[config.mk]
export PLATFORM = sky130hd
export DESIGN_NAME = stream_to_axi4_wr_burst
export DESIGN_NICKNAME = d
export VERILOG_FILES = /design/src/rtl/stream_to_axi4_wr_burst.sv
export SDC_FILE = /design/constraint.sdc
export NUM_CORES = 1
export LEC_CHECK = 0
export BUFFER_PORTS_ARGS = -buffer_cell sky130_fd_sc_hd__clkbuf_2
export CAP_MARGIN = 20
export CORE_AREA = 2 2 255 257
export CTS_BUF_LIST = sky130_fd_sc_hd__clkbuf_4
export DETAILED_ROUTE_END_ITERATION = 10
export DIE_AREA = 0 0 257 259
export PLACE_DENSITY_LB_ADDON = 0.05
export SYNTH_ARGS = -nofsm -noshare
export SYNTH_HDL_FRONTEND = slang
export SYNTH_SLANG_ARGS = --single-unit
[constraint.sdc]
create_clock -name clock -period 3.6 [get_ports clock]
set_input_delay 0.36 -clock clock [delete_from_list [all_inputs] [get_ports clock]]
set_output_delay 0.36 -clock clock [all_outputs]
set_load 0.05 [all_outputs]
[src/rtl/stream_to_axi4_wr_burst.sv]
// Streams a frame of beats to memory as a series of AXI4 INCR write bursts.
// Latency: W is a zero-latency pass-through of s_data; NEXT and FIN each add one cycle per burst and frame.
// Backpressure: s_ready mirrors wready only while a burst's data phase is open; one burst outstanding at a time.
//
// Ports: clock/rst (async, active-high); start/base_addr/total_beats frame command;
//        s_data/s_valid/s_ready input stream; AXI4 write master aw*/w*/b*; busy/done/err status.
// Optional: define WR_TIMEOUT_EN to add a write-response watchdog that aborts the frame with err.
module stream_to_axi4_wr_burst #(
  parameter int ADDR_WIDTH = 27,
  parameter int DATA_WIDTH = 256,
  parameter int BURST_LEN  = 32,
  parameter int ADDR_STEP  = 8
) (
  input  logic                    clock,
  input  logic                    rst,
  input  logic                    start,
  input  logic [ADDR_WIDTH-1:0]   base_addr,
  input  logic [23:0]             total_beats,
  input  logic [DATA_WIDTH-1:0]   s_data,
  input  logic                    s_valid,
  output logic                    s_ready,
  output logic [3:0]              awid,
  output logic [ADDR_WIDTH-1:0]   awaddr,
  output logic [7:0]              awlen,
  output logic [2:0]              awsize,
  output logic [1:0]              awburst,
  output logic                    awvalid,
  input  logic                    awready,
  output logic [DATA_WIDTH-1:0]   wdata,
  output logic [DATA_WIDTH/8-1:0] wstrb,
  output logic                    wlast,
  output logic                    wvalid,
  input  logic                    wready,
  input  logic [3:0]              bid,
  input  logic [1:0]              bresp,
  input  logic                    bvalid,
  output logic                    bready,
  output logic                    busy,
  output logic                    done,
  output logic                    err
);

  typedef enum logic [2:0] {IDLE, AW, WDATA, WRESP, NEXT, FIN} state_t;

  localparam int AXSIZE = $clog2(DATA_WIDTH / 8);

  state_t                  state, state_n;
  logic [ADDR_WIDTH-1:0]   addr;
  logic [23:0]             remain;
  logic [7:0]              beat_cnt;
  logic                    err_q;
  logic [7:0]              burst_m1;
  logic [8:0]              burst_beats;
  logic                    w_hs;
  logic                    to_expire;

  // Response ID is not used: only one burst is ever in flight.
  logic unused_bid;
  assign unused_bid = ^bid;

  // Length of the burst at the head of the remaining frame; remain is only
  // updated in NEXT, so this stays stable through AW, WDATA and WRESP.
  always_comb begin
    burst_m1 = 8'd0;
    if (remain >= 24'(BURST_LEN))
      burst_m1 = 8'(BURST_LEN - 1);
    else if (remain != 24'd0)
      burst_m1 = 8'(remain - 24'd1);
  end
  assign burst_beats = {1'b0, burst_m1} + 9'd1;

  assign w_hs = (state == WDATA) && s_valid && wready;

`ifdef WR_TIMEOUT_EN
  localparam logic [9:0] TO_LAST = 10'd1022;  // 1023rd cycle waiting in WRESP
  logic [9:0] to_cnt;

  assign to_expire = (state == WRESP) && !bvalid && (to_cnt == TO_LAST);

  always_ff @(posedge clock or posedge rst) begin
    if (rst)
      to_cnt <= 10'd0;
    else if (state == WRESP)
      to_cnt <= to_cnt + 10'd1;
    else
      to_cnt <= 10'd0;
  end
`else
  assign to_expire = 1'b0;
`endif

  always_comb begin
    state_n = state;
    case (state)
      IDLE:    if (start) state_n = (total_beats != 24'd0) ? AW : FIN;
      AW:      if (awready) state_n = WDATA;
      WDATA:   if (w_hs && (beat_cnt == burst_m1)) state_n = WRESP;
      WRESP: begin
        if (bvalid)         state_n = NEXT;
        else if (to_expire) state_n = FIN;
      end
      NEXT:    state_n = (remain == 24'(burst_beats)) ? FIN : AW;
      FIN:     state_n = IDLE;
      default: state_n = IDLE;
    endcase
  end

  always_ff @(posedge clock or posedge rst) begin
    if (rst) begin
      state    <= IDLE;
      addr     <= '0;
      remain   <= 24'd0;
      beat_cnt <= 8'd0;
      err_q    <= 1'b0;
    end else begin
      state <= state_n;
      case (state)
        IDLE: if (start) begin
          addr   <= base_addr;
          remain <= total_beats;
          err_q  <= 1'b0;
        end
        AW:    beat_cnt <= 8'd0;
        WDATA: if (w_hs) beat_cnt <= beat_cnt + 8'd1;
        WRESP: if ((bvalid && (bresp != 2'b00)) || to_expire) err_q <= 1'b1;
        NEXT: begin
          remain <= remain - 24'(burst_beats);
          addr   <= addr + ADDR_WIDTH'(ADDR_STEP) * ADDR_WIDTH'(burst_beats);
        end
        // An aborted frame leaves beats behind; clear so awlen idles at 0.
        FIN:   remain <= 24'd0;
        default: ;
      endcase
    end
  end

  assign awid    = 4'd0;
  assign awburst = 2'b01;
  assign awsize  = 3'(AXSIZE);
  assign wstrb   = '1;
  assign awaddr  = addr;
  assign awlen   = burst_m1;
  assign awvalid = (state == AW);
  assign wdata   = s_data;
  assign wvalid  = (state == WDATA) && s_valid;
  assign s_ready = (state == WDATA) && wready;
  assign wlast   = (state == WDATA) && (beat_cnt == burst_m1);
  assign bready  = (state == WRESP);
  assign busy    = (state != IDLE);
  assign done    = (state == FIN);
  assign err     = err_q;

endmodule

# After elaboration in Yosys (flattened, before gate mapping)

Index checks and enable logic that the tools add are counted.

Input port bits: 320
Bits in registers: 63

Eq/ne operators: 13
Add/sub/neg operators: 5
Muxes and demuxes: 18
Reduce and logical (&&, ||, !) cells: 20
$lt $le $gt $ge: 1

Operators by type and width:

| operator                                                                | number |
|---|---|
| 24-bit case mux with 3 select lines                                     | 1 |
| 27-bit case mux with 2 select lines                                     | 1 |
| 24-bit nonzero test                                                     | 2 |
| 27-bit by 12-bit adder with 27-bit output                               | 1 |
| 27-bit two-way mux                                                      | 1 |
| 24-bit by 9-bit equality test with 1-bit output                         | 1 |
| 24-bit by 6-bit >= comparator with 1-bit output (second input constant) | 1 |
| 24-bit two-way mux                                                      | 1 |
| 8-bit two-way mux                                                       | 3 |
| 24-bit by 9-bit subtractor with 24-bit output                           | 1 |
| 3-bit two-way mux                                                       | 6 |
| 8-bit case mux with 2 select lines                                      | 1 |
| 3-bit case mux with 5 select lines                                      | 1 |
| 8-bit by 1-bit adder with 9-bit output (second input constant)          | 1 |
| 8-bit by 1-bit adder with 8-bit output (second input constant)          | 1 |
| 8-bit equality test                                                     | 1 |
| 2-bit != test (second input constant)                                   | 4 |
| 2-bit nonzero test                                                      | 4 |
| 8-bit by 1-bit subtractor with 8-bit output (second input constant)     | 1 |
| 3-bit by 2-bit equality test with 1-bit output (second input constant)  | 2 |
| 3-bit equality test (second input constant)                             | 2 |
| 1-bit logical AND                                                       | 6 |
| 2-bit AND reduction                                                     | 3 |
| 3-bit nonzero test                                                      | 2 |
| other kinds (7)                                                         | 9 |

# Logic depth before layout (Yosys ltp)

Depth in word-level cells: 7
Gate-level depth with buffers: 18
Mapped depth without buffers: 17

# Worst setup path before layout

Ideal clock, no wire load.

Kind: register -> register
Start: reg remain[0]
End: reg remain[16]
Required time: 3.469 ns
Period minus slack after synthesis: 4.429 ns
Buffers on the path: 1
Path slack: -0.829 ns
Cell stages (with the launch flop): 18
Data arrival time: 4.298 ns
Cells stage by stage: dfrtp_1 -> clkbuf_1 -> inv_1 -> ha_1 -> or4b_1 -> nor2_1 -> o21ai_1 -> ha_1 -> xor2_1 -> inv_1 -> ha_1 -> nor2b_1 -> o21ai_1 -> a21boi_1 -> o32ai_1 -> nor2_1 -> and3_1 -> or3_1

Longest elaborated chain between the ends: 6

RTL lines:

| what                                                                                                    | line | source |
|---|---|---|
| from (decl)                                                                                             | 49   | `logic [23:0] remain;` |
| from (signal assigned)                                                                                  | 120  | `remain <= total_beats;` |
| from (signal assigned)                                                                                  | 127  | `remain <= remain - 24'(burst_beats);` |
| parallel branches: the longest is 2 deep, another holds 24-bit by 6-bit >= comparator with 1-bit output | --   |  |
| 8-bit two-way mux (*)                                                                                   | 65   | `if (remain >= 24'(BURST_LEN))` |
| net awlen[1]                                                                                            | 24   | `output logic [7:0] awlen,` |
| 8-bit by 1-bit adder with 9-bit output (*)                                                              | 70   | `assign burst_beats = {1'b0, burst_m1} + 9'd1;` |
| 24-bit by 9-bit subtractor with 24-bit output (*)                                                       | 127  |  |
| 24-bit case mux with 3 select lines (*)                                                                 | 117  | `case (state)` |

Mark *: on every way through the listed nets, which the timed path passes.
A chain may end at the register's enable or synchronous reset.

# Worst setup path in the final report

Start: reg remain[6]
End: reg remain[16]

Longest elaborated chain between the ends: 6

RTL lines:

| what                                                                                                    | line |
|---|---|
| parallel branches: the longest is 4 deep, another holds 24-bit by 6-bit >= comparator with 1-bit output | -- |
| 24-bit by 9-bit subtractor with 24-bit output (*)                                                       | 127 |
| 24-bit case mux with 3 select lines (*)                                                                 | 117 |

Mark *: on every way between the ends.

==> impl_results.md <==
- Leak Pwr: 3.65 nW
- Critical Path Source: remain[6]
- Reg2Reg Depth: 17
- Wire length on met1: 13700 um
- Row count: 93
- Final hold slack: 0.0787 ns
- Design Area, Final: 8770 um2
- Most frequent cells in the layout: 107 x buf_4, 100 x clkbuf_2, 71 x nand2_1
- Slew @ Worst Pin: 0.902 ns
- WL met3: 2180 um
- 1st-iter DRT viols: 220
- Later-pin clock latency in the skew report: 0.59 ns
- Synthesized area: 6960 um2
- CTS clk-pin slew, worst paths: 0.18 ns
- Area added between synthesis and finish: 26.1%
- Max-Cap Viols: 0
- Gate Count Post-Synth: 882
- Post-DR vias/cell: 3.39
- Final setup skew: 0.0489 ns
- Top routing layer in use: met5
- Routed length on met2: 14900 um
- Fmax: 261 MHz
- Final period util: 1.07
- Avg WL per Cell: 18.2 um
- CTS tree: yes
- Max VDD drop: 0.233 mV
- Arrival time worst endpoint: 4.30 ns
- DRC Markers: 0
- Detailed Routing Iterations Pass 1: 4
- Num Clock Sinks: 63
- Status: finished with violations
- CTS Buffer Depth: 2
- Setup Viol. Count Final: 27
- Hold depth: 3
- Vias: 5908
- Global route total overflow: 0
- GP Congestion: 0.659
- GRT Overall Usage: 0.0948
- Num CTS Buffers: 9
- First-pass GRT wire length: 45300 um
- Post-synthesis sequential area ratio: 0.227
- Cell accounting for the most synthesized area: buf_4
- Most common flop cell mapped by yosys: dfrtp_1
- EDFF count, synth: 0
- H-tree Lvls: 3
- Largest net degree at the start of global routing: 64
- Initial antenna violation count: 5
- Final Max Tran Viols: 0
- Vias in the first global route: 6223
- Slew HR: 0.399
- # nets final: 1219
- Worst Path Class, Setup: flop to flop
- Fin. Hold Viols: 0
- Failing checks: setup timing
- Minimum clock period: 3.84 ns
- Placed Instance Area: 7340 um2
- Root Driver: clkbuf_4
- Die area: 66600 um2
- Area contributors post-synth: buf_4 32%, dfrtp_1 23%, nand2_1 4.2%
- Distinct cells, synth: 66
- Final wirelength: 31600 um
- Core Region: 63900 um2
- Chip height: 259 um
- HP Class: primary input to flop
- Crit path launch type: flop
- WP data required: 4.07 ns
- Yosys top cell area share: 0.324
- Cell Pwr Density: 792 nW/um2
- Hold Crit Start: base_addr[17]
- Setup crit end kind: flop
- Avg Inst Size Synth: 7.89 um2
- IO Pins: 660
- Most common cell after layout, fill and taps aside: buf_4
- Crit path max fanout: 4
- Flop and latch count out of synthesis: 63
- Starting density of the core: 0.109
- Die outline width: 257 um
- Final WS setup: -0.238 ns
- Yosys warnings: 0
- Antenna Nets Post-Route: 0
- Layout cells sized above 1: 0.435
- # port buffers: 101
- Async set-reset flop share out of synthesis: 1.00
- DP Worst Slack: -0.465 ns
- Worst r2r src: remain[6]
- Final HPWL from detailed placement: 24400 um
- RSZ-0062 raised after global routing: yes
==> logic make-up after synthesis <==
group           share of synthesized area
compound gates                      0.143
fa+ha+maj                          0.0435
simple gates                        0.183
flops                               0.227
other cells                       0.00108
xor+xnor                           0.0378
mux                                0.0165
buf+inv                             0.348
==> state kept, by name (all words and copies together), names as in the netlist <==
signal	flops
awaddr	27
beat_cnt	8
err	1
state	3
remain	24
==> cell usage after synthesis (3+ instances only) <==
master      n
o211a_1     3
buf_4     300
clkbuf_1   21
ha_1       21
or4_1       4
a31oi_1    13
nand3_1    22
a21o_1      3
nand2_1    77
inv_1      16
a211oi_1    9
and3_1     15
xnor2_1    14
o32ai_1     4
a21oi_1    28
o211ai_1    6
nor3_1     22
o21ai_0    21
nand2b_1    3
a311oi_1    3
or3_1      13
dfrtp_1    63
a21boi_1    4
o22ai_1     6
nand4_1     9
o21bai_1    3
nor4_1     10
xor2_1     16
o21ai_1    11
mux2i_1     7
nor2b_1     7
buf_1       3
mux2_2      4
o311ai_0    4
and2_1      4
nor2_1     66
a22oi_1     6
==> where the power goes <==
group	leakage (nW)	switching [mW]	internal, mW
Sequential	0.771	0.398	1.02
Clock	0.0723	0.407	0.211
Combinational	2.80	2.93	1.97
==> worst max-delay path, stage by stage, from the launching register on <==
cell      delay, ns
dfrtp_2        0.49
buf_6          0.13
or4b_4         0.56
buf_6          0.16
nor2_4         0.22
o21ai_4        0.10
ha_4           0.19
xor2_4         0.15
inv_2          0.06
ha_4           0.22
nor2b_4        0.12
o21ai_2        0.17
a21boi_2       0.11
buf_4          0.15
o32ai_4        0.31
nor2_4         0.08
and3_1         0.15
or3_1          0.36
==> final cells by class <==
cell class	instances	area [um2]
clock buffers	9	67.6
fillers	7370	55100
multi-input cells	519	3930
diodes	5	12.5
repair buffers	265	1970
clock inverters	7	72.6
flip-flops and latches	63	1580
inverters	18	75.1
well taps	855	1070
==> timing repair <==
action                                  in CTS  in global routing
endpoints found under the setup margin      40                 41
setup buffers                               18                 13
resized for setup                          101                 57
hold buffers                                29                  0
endpoints found under the hold margin       91                  0
pin swaps                                   57                 53
==> path summary, 6_finish.rpt <==
kind	end	slack, ns
max in group asynchronous	beat_cnt[7]	2.81
worst min register to register	awaddr[2]	0.50
worst max register to register	remain[16]	-0.24
min in group asynchronous	awaddr[2]	0.34
worst min-delay path	awaddr[17]	0.08
worst max-delay path	remain[16]	-0.24
==> per-stage QoR <==
stage          total power [mW]  utilization  cells  TNS [ns]
6_report                   6.94        0.137   1741     -2.06
3_5_place_dp               5.69        0.115   1664    -12.01
4_1_cts                    6.89        0.131   1726     -7.98
2_1_floorplan              4.62            -    926    -0.107
5_1_grt                    7.58        0.137   1741     -7.78
3_3_place_gp               5.80        0.115   1664    -12.19
==> per-layer routing <==
layer  up-vias  global-route usage
met5         -                   0
li1       2685                   -
met4         4              0.0318
met2       264               0.151
met1      2879               0.116
met3        76              0.0374
Note: power is estimated with default switching activity, not from simulation.
